## src/rtl/serial_subtractor.sv

```systemverilog
// rtl/serial_subtractor.sv - bit-serial WIDTH-bit subtractor, LSB first, registered borrow
module serial_subtractor #(
    parameter int WIDTH = 8
) (
    input  logic             clk,
    input  logic             rst_n,
    input  logic             start,
    input  logic [WIDTH-1:0] a,
    input  logic [WIDTH-1:0] b,
    input  logic             bin,
    output logic             busy,
    output logic             done,
    output logic [WIDTH-1:0] diff,
    output logic             bout
);

    localparam int CW = (WIDTH > 1) ? $clog2(WIDTH) : 1;
    localparam logic [CW-1:0] LAST_BIT = CW'(WIDTH - 1);

    typedef enum logic [1:0] {
        IDLE = 2'd0,
        RUN  = 2'd1,
        DONE = 2'd2
    } state_t;

    state_t           state_q, state_d;
    logic [WIDTH-1:0] sa_q, sa_d;
    logic [WIDTH-1:0] sb_q, sb_d;
    logic [WIDTH-1:0] sd_q, sd_d;
    logic [WIDTH-1:0] diff_q, diff_d;
    logic             br_q, br_d;
    logic             bout_q, bout_d;
    logic [CW-1:0]    cnt_q, cnt_d;
    logic             d_bit;
    logic             br_next;

    // One full-subtractor cell acting on the current LSBs and the stored borrow
    always_comb begin
        d_bit   = sa_q[0] ^ sb_q[0] ^ br_q;
        br_next = (~sa_q[0] & sb_q[0]) | (~(sa_q[0] ^ sb_q[0]) & br_q);
    end

    // Next-state logic: load in IDLE, shift one bit per RUN cycle, publish result on last bit
    always_comb begin
        state_d = state_q;
        sa_d    = sa_q;
        sb_d    = sb_q;
        sd_d    = sd_q;
        br_d    = br_q;
        cnt_d   = cnt_q;
        diff_d  = diff_q;
        bout_d  = bout_q;
        case (state_q)
            IDLE: begin
                if (start) begin
                    sa_d    = a;
                    sb_d    = b;
                    br_d    = bin;
                    sd_d    = '0;
                    cnt_d   = '0;
                    state_d = RUN;
                end
            end
            RUN: begin
                sa_d = {1'b0, sa_q[WIDTH-1:1]};
                sb_d = {1'b0, sb_q[WIDTH-1:1]};
                sd_d = {d_bit, sd_q[WIDTH-1:1]};
                br_d = br_next;
                if (cnt_q == LAST_BIT) begin
                    // Hold cnt on the last bit so it never wraps
                    diff_d  = {d_bit, sd_q[WIDTH-1:1]};
                    bout_d  = br_next;
                    state_d = DONE;
                end else begin
                    cnt_d = cnt_q + 1'b1;
                end
            end
            DONE: begin
                state_d = IDLE;
            end
            default: begin
                state_d = IDLE;
            end
        endcase
    end

    // State and datapath registers; reset aborts any operation and clears the result
    always_ff @(posedge clk or negedge rst_n) begin
        if (!rst_n) begin
            state_q <= IDLE;
            sa_q    <= '0;
            sb_q    <= '0;
            sd_q    <= '0;
            br_q    <= 1'b0;
            cnt_q   <= '0;
            diff_q  <= '0;
            bout_q  <= 1'b0;
        end else begin
            state_q <= state_d;
            sa_q    <= sa_d;
            sb_q    <= sb_d;
            sd_q    <= sd_d;
            br_q    <= br_d;
            cnt_q   <= cnt_d;
            diff_q  <= diff_d;
            bout_q  <= bout_d;
        end
    end

    assign busy = (state_q != IDLE);
    assign done = (state_q == DONE);
    assign diff = diff_q;
    assign bout = bout_q;

endmodule

```

## config.mk

```make
export PLATFORM = sky130hd
export DESIGN_NAME = serial_subtractor
export DESIGN_NICKNAME = d
export VERILOG_FILES = /design/src/rtl/serial_subtractor.sv
export SDC_FILE = /design/constraint.sdc
export NUM_CORES = 1
export LEC_CHECK = 0
export CAP_MARGIN = 10
export CORE_MARGIN = 5
export CORE_UTILIZATION = 51
export CTS_CLUSTER_SIZE = 14
export DETAILED_ROUTE_END_ITERATION = 10
export PLACE_DENSITY = 0.78
export SYNTH_ARGS = -nofsm -noshare
export SYNTH_HDL_FRONTEND = slang
export SYNTH_SLANG_ARGS = --single-unit
export TNS_END_PERCENT = 1
```

## constraint.sdc

```tcl
create_clock -name clk -period 2.85 [get_ports clk]
set_input_delay 0.855 -clock clk [delete_from_list [all_inputs] [get_ports clk]]
set_output_delay 0.855 -clock clk [all_outputs]
set_load 0.01 [all_outputs]
```

Word level (Yosys, flattened, before mapping)
Cells that the tools add are included.
{"block": "classes", "n_mux": 14, "reduce_logical": 7, "bitwise_logic": 7, "addsub": 1, "eq_ne": 6}
{"op": "$pmux W8 S2", "count": 3}
{"op": "$mux W8", "count": 3}
{"op": "$mux W3", "count": 2}
{"op": "$ne A2 B2 Y1 const B", "count": 3}
{"op": "$pmux W3 S2", "count": 1}
{"op": "$reduce_and A2 Y1", "count": 3}
{"op": "$mux W2", "count": 2}
{"op": "$pmux W2 S2", "count": 1}
{"op": "$reduce_bool A2 Y1", "count": 2}
{"op": "$add A3 B1 Y3 const B", "count": 1}
{"op": "$eq A3 B3 Y1 const B", "count": 1}
{"op": "$reduce_and A3 Y1", "count": 1}
{"op": "$and A1 B1 Y1", "count": 2}
{"op": "$eq A2 B1 Y1 const B", "count": 1}
{"op": "$eq A2 B2 Y1 const B", "count": 1}
{"op": "$logic_not A2 Y1", "count": 1}
{"op": "$not A1 Y1", "count": 2}
{"op": "$pmux W1 S2", "count": 1}
{"op": "$xor A1 B1 Y1", "count": 2}
{"op": "$mux W1", "count": 1}
{"op": "$or A1 B1 Y1", "count": 1}
{"block": "totals", "register_bits": 39, "inputBits": 20, "word_cells": 43, "out_inout_bits": 11}

Logic depth before layout (Yosys ltp)
{"block": "logic_depth", "ltp_word": 5, "mapped_depth": 5, "mapped_depth_nobuf": 4}

Least setup slack after synthesis
No wires, ideal clock.
{"block": "synth_path", "kind": "flip-flop to output port", "from": "register state_q[1]", "to": "output done", "required_ns": 1.995, "n_path_buf": 2, "path_stages_with_launch": 4, "t_arrival_ns": 0.933, "setup_slack_ns": 1.062, "path_cell_list": "dfrtp_1 > buf_2 > buf_2 > nor2b_1"}
{"block": "synth_via", "elab_chain_len": 1}
{"item": "start, declared", "line_no": "26", "rtl": "state_t state_q, state_d;"}
{"item": "start signal, assigned", "line_no": "99", "rtl": "state_q <= state_d;"}
{"item": "$eq A2 B2 Y1", "line_no": "111", "rtl": "assign done = (state_q == DONE);"}
{"item": "end, declared", "line_no": "12", "rtl": "output logic done,"}
No other way between the ends.

Worst setup path in the final report
{"block": "layout_path", "from": "register state_q[0]", "to": "output busy"}
{"block": "layout_via", "elab_chain_len": 1}
{"item": "$reduce_bool A2 Y1", "line_no": "110", "rtl": "assign busy = (state_q != IDLE);"}
{"item": "end, declared", "line_no": "11", "rtl": "output logic busy,"}
No other way between the ends.

==> flow_metrics.env <==
export IMPL_status="complete, no violations"
export IMPL_track_usage_pct=17.6
export IMPL_synth_xor_area_share_pct=0
export IMPL_die_w_um=68.9
export IMPL_clock_skew_ns=0.00617
export IMPL_max_freq_ghz=0.388
export IMPL_cts_resized=0
export IMPL_syn_cell_area_sq_mm=0.00177
export IMPL_mostFrequentLayoutCells="dfrtp_1, clkdlybuf4s50_1, inv_1"
export IMPL_peakVddDrop_mv=0.433
export IMPL_cts_htree_levels=2
export IMPL_synth_cells=145
export IMPL_period_needed_ns=2.58
export IMPL_numPortBuffers=30
export IMPL_cts_tree="yes"
export IMPL_yosys_area_share_simple_pct=16.3
export IMPL_root_buffer="clkbuf_4"
export IMPL_maxCapViolCount=0
export IMPL_io_pins=31
export IMPL_drive_above_1_share_pct=18.0
export IMPL_syn_num_nets=168
export IMPL_fp_dieH_um=68.9
export IMPL_fp_row_count=21
export IMPL_worst_pin_slew_ns=0.634
export IMPL_synth_avg_cell_area_sq_um=12.2
export IMPL_synth_cell_type_count=33
export IMPL_core_area_sq_mm=0.00334
export IMPL_maxSlewViolCount=0
export IMPL_post_cts_setup_buffer_count=0
export IMPL_synth_top_family_by_area="simple AND/OR/NAND/NOR gates"
export IMPL_regArea_sq_um=951
export IMPL_diodes=0
export IMPL_drt_antenna_violating_nets=0
export IMPL_final_common_cell="dfrtp_1"
export IMPL_place_area_sq_mm=0.00213
export IMPL_first_pass_iters=5
export IMPL_yosysWarnings=0
export IMPL_dp_hpwl_um=2560
export IMPL_overflow=0
export IMPL_whs_ns=0.512
export IMPL_min_path_type="reg -> reg"
export IMPL_arrival_ns=1.72
export IMPL_place_congestion=0.734
export IMPL_drtIter0Drc=117
export IMPL_final_setup_viol_count=0
export IMPL_cts_buffers=5
export IMPL_rrSetupSlack_ns=1.01
export IMPL_cts_clk_slew_worst_paths_ns=0.11
export IMPL_avgRoutedWirePerCell_um=15.9
export IMPL_path_class="reg -> out"
export IMPL_start_util_pct=53.0
export IMPL_finish_net_count=201
export IMPL_ys_seq_area_share_pct=53.7
export IMPL_antenna_found_initial=0
export IMPL_hold_viol=0
export IMPL_grt_pass1_vias=1319
export IMPL_cp_required_ns=2.00
export IMPL_grt_max_degree=39
export IMPL_finalCritPeriodShare_pct=90.5
export IMPL_cts_buffer_depth=2
export IMPL_synth_area_mux_share_pct=5.66
export IMPL_multi_input_area_sq_um=702
export IMPL_synth_adder_area_share_pct=2.55
export IMPL_nFillCells=273
export IMPL_power_leakage_uw=0.000967
export IMPL_dieArea_sq_mm=0.00475
export IMPL_rsz0062_at_grt="false"
export IMPL_vias=1306
export IMPL_grt_pass1_wl_um=6120
export IMPL_ys_ff_latch=38
export IMPL_final_cell_area_sq_mm=0.00218
export IMPL_critical_path_max_fanout=16
export IMPL_max_slew_margin_rel_pct=57.7
export IMPL_synth_compound_area_share_pct=15.1
export IMPL_clkLatencyLatePin_ns=0.33
export IMPL_hold_buffers=0
export IMPL_p_per_area_mw_per_mm2=944
export IMPL_endpoint_kind="primary output"
export IMPL_synthToLayoutAreaGrowth_pct=23.2
export IMPL_critPathLaunchType="flop"
export IMPL_tns_ns=0
export IMPL_post_route_drc_count=0
export IMPL_vias_per_cell=5.83
export IMPL_drt_total_wl_um=3560
export IMPL_numClockSinks=38
registers in the layout (all words and copies together) (netlist names):
name / count
cnt_q: 3
sa_q: 8
sb_q: 8
diff: 8
bout: 1
br_q: 1
state_q: 2
sd_q: 7
path summary, 6_finish.rpt:
kind | cells past startpoint | to | start
hold / removal | 1 | sa_q[7]$_DFFE_PN0P_ | sa_q[7]$_DFFE_PN0P_
setup / recovery | 4 | busy | state_q[0]$_DFFE_PN0P_
min in group asynchronous | 2 | cnt_q[0]$_DFFE_PN0P_ | rst_n
setup reg to reg | 4 | diff[3]$_DFFE_PN0P_ | cnt_q[0]$_DFFE_PN0P_
hold reg to reg | 1 | sa_q[7]$_DFFE_PN0P_ | sa_q[7]$_DFFE_PN0P_
max in group asynchronous | 2 | state_q[1]$_DFFE_PN0P_ | rst_n
per-stage QoR:
step,power [uW],worst slack (ns),utilization (%),instances
after floorplan,1500,1.06,-,145
after global placement,1760,0.559,63.9,217
after detailed placement,1820,0.467,63.9,217
after CTS,2070,0.253,65.3,224
after global routing,2220,0.165,65.3,224
final,2060,0.272,65.3,224
where the power goes:
group | total (uW) | internal, uW | switching [uW]
clock | 253 | 88.8 | 164
combinational | 895 | 487 | 408
sequential | 910 | 774 | 136
kinds of logic after synthesis:
| family | Yosys count |
|---|---|
| AOI/OAI and AO/OA | 30 |
| adders and majority gates | 3 |
| buffers and inverters | 26 |
| DFF | 38 |
| muxes | 9 |
| and+or+nand+nor | 39 |
synthesized netlist by cell type:
cell      instances  area share (%)
mux2_2            8             5.1
o211ai_1          1            0.42
buf_4             1            0.42
nand2_1           2            0.42
nand3b_1          1            0.42
buf_2             6             1.7
a222oi_1          2             1.1
or3b_2            1            0.50
and3_1            1            0.35
fa_1              1             1.1
o21bai_2          1            0.64
o21ba_2           1            0.57
nor3b_1           8             3.4
nor2_1            1            0.21
nor2b_1           4             1.4
buf_6             1            0.64
o221a_2           5             3.2
o221ai_1          2            0.99
a211oi_1          8             3.4
nand3_1           2            0.57
clkbuf_1          3            0.64
a211o_1           1            0.50
mux2i_1           1            0.57
dfrtp_1          38              54
a32o_1            1            0.57
a21oi_1           1            0.28
inv_1            15             3.2
ha_1              2             1.4
or4b_1            3             1.7
a22o_1            7             3.5
nand2b_1          5             1.8
nor4b_1           9             4.5
or4b_2            2             1.1
layout make-up:
type	count	share of cell area [%]
clock buffer	5	1.72
clock inverter	2	0.459
inverter	15	2.58
multi-input combinational	81	32.2
sequential	38	43.6
tap	46	2.64
timing repair buffer	37	16.8
routing by layer:
layer | wire, um | vias up | track usage [%]
met2 | 1690 | 50 | 27.4
li1 | - | 602 | -
met1 | 1570 | 649 | 23.6
met4 | 42 | 0 | 4.38
met5 | 0 | - | 0
met3 | 265 | 5 | 6.00
worst max-delay path: stages (launching register included):
cell and delay [ns]:
dfrtp_1 0.39, buf_4 0.18, nor2_1 0.23, inv_1 0.10
clkdlybuf4s50_1 0.49
No activity file was read; power rests on OpenSTA's default activity.
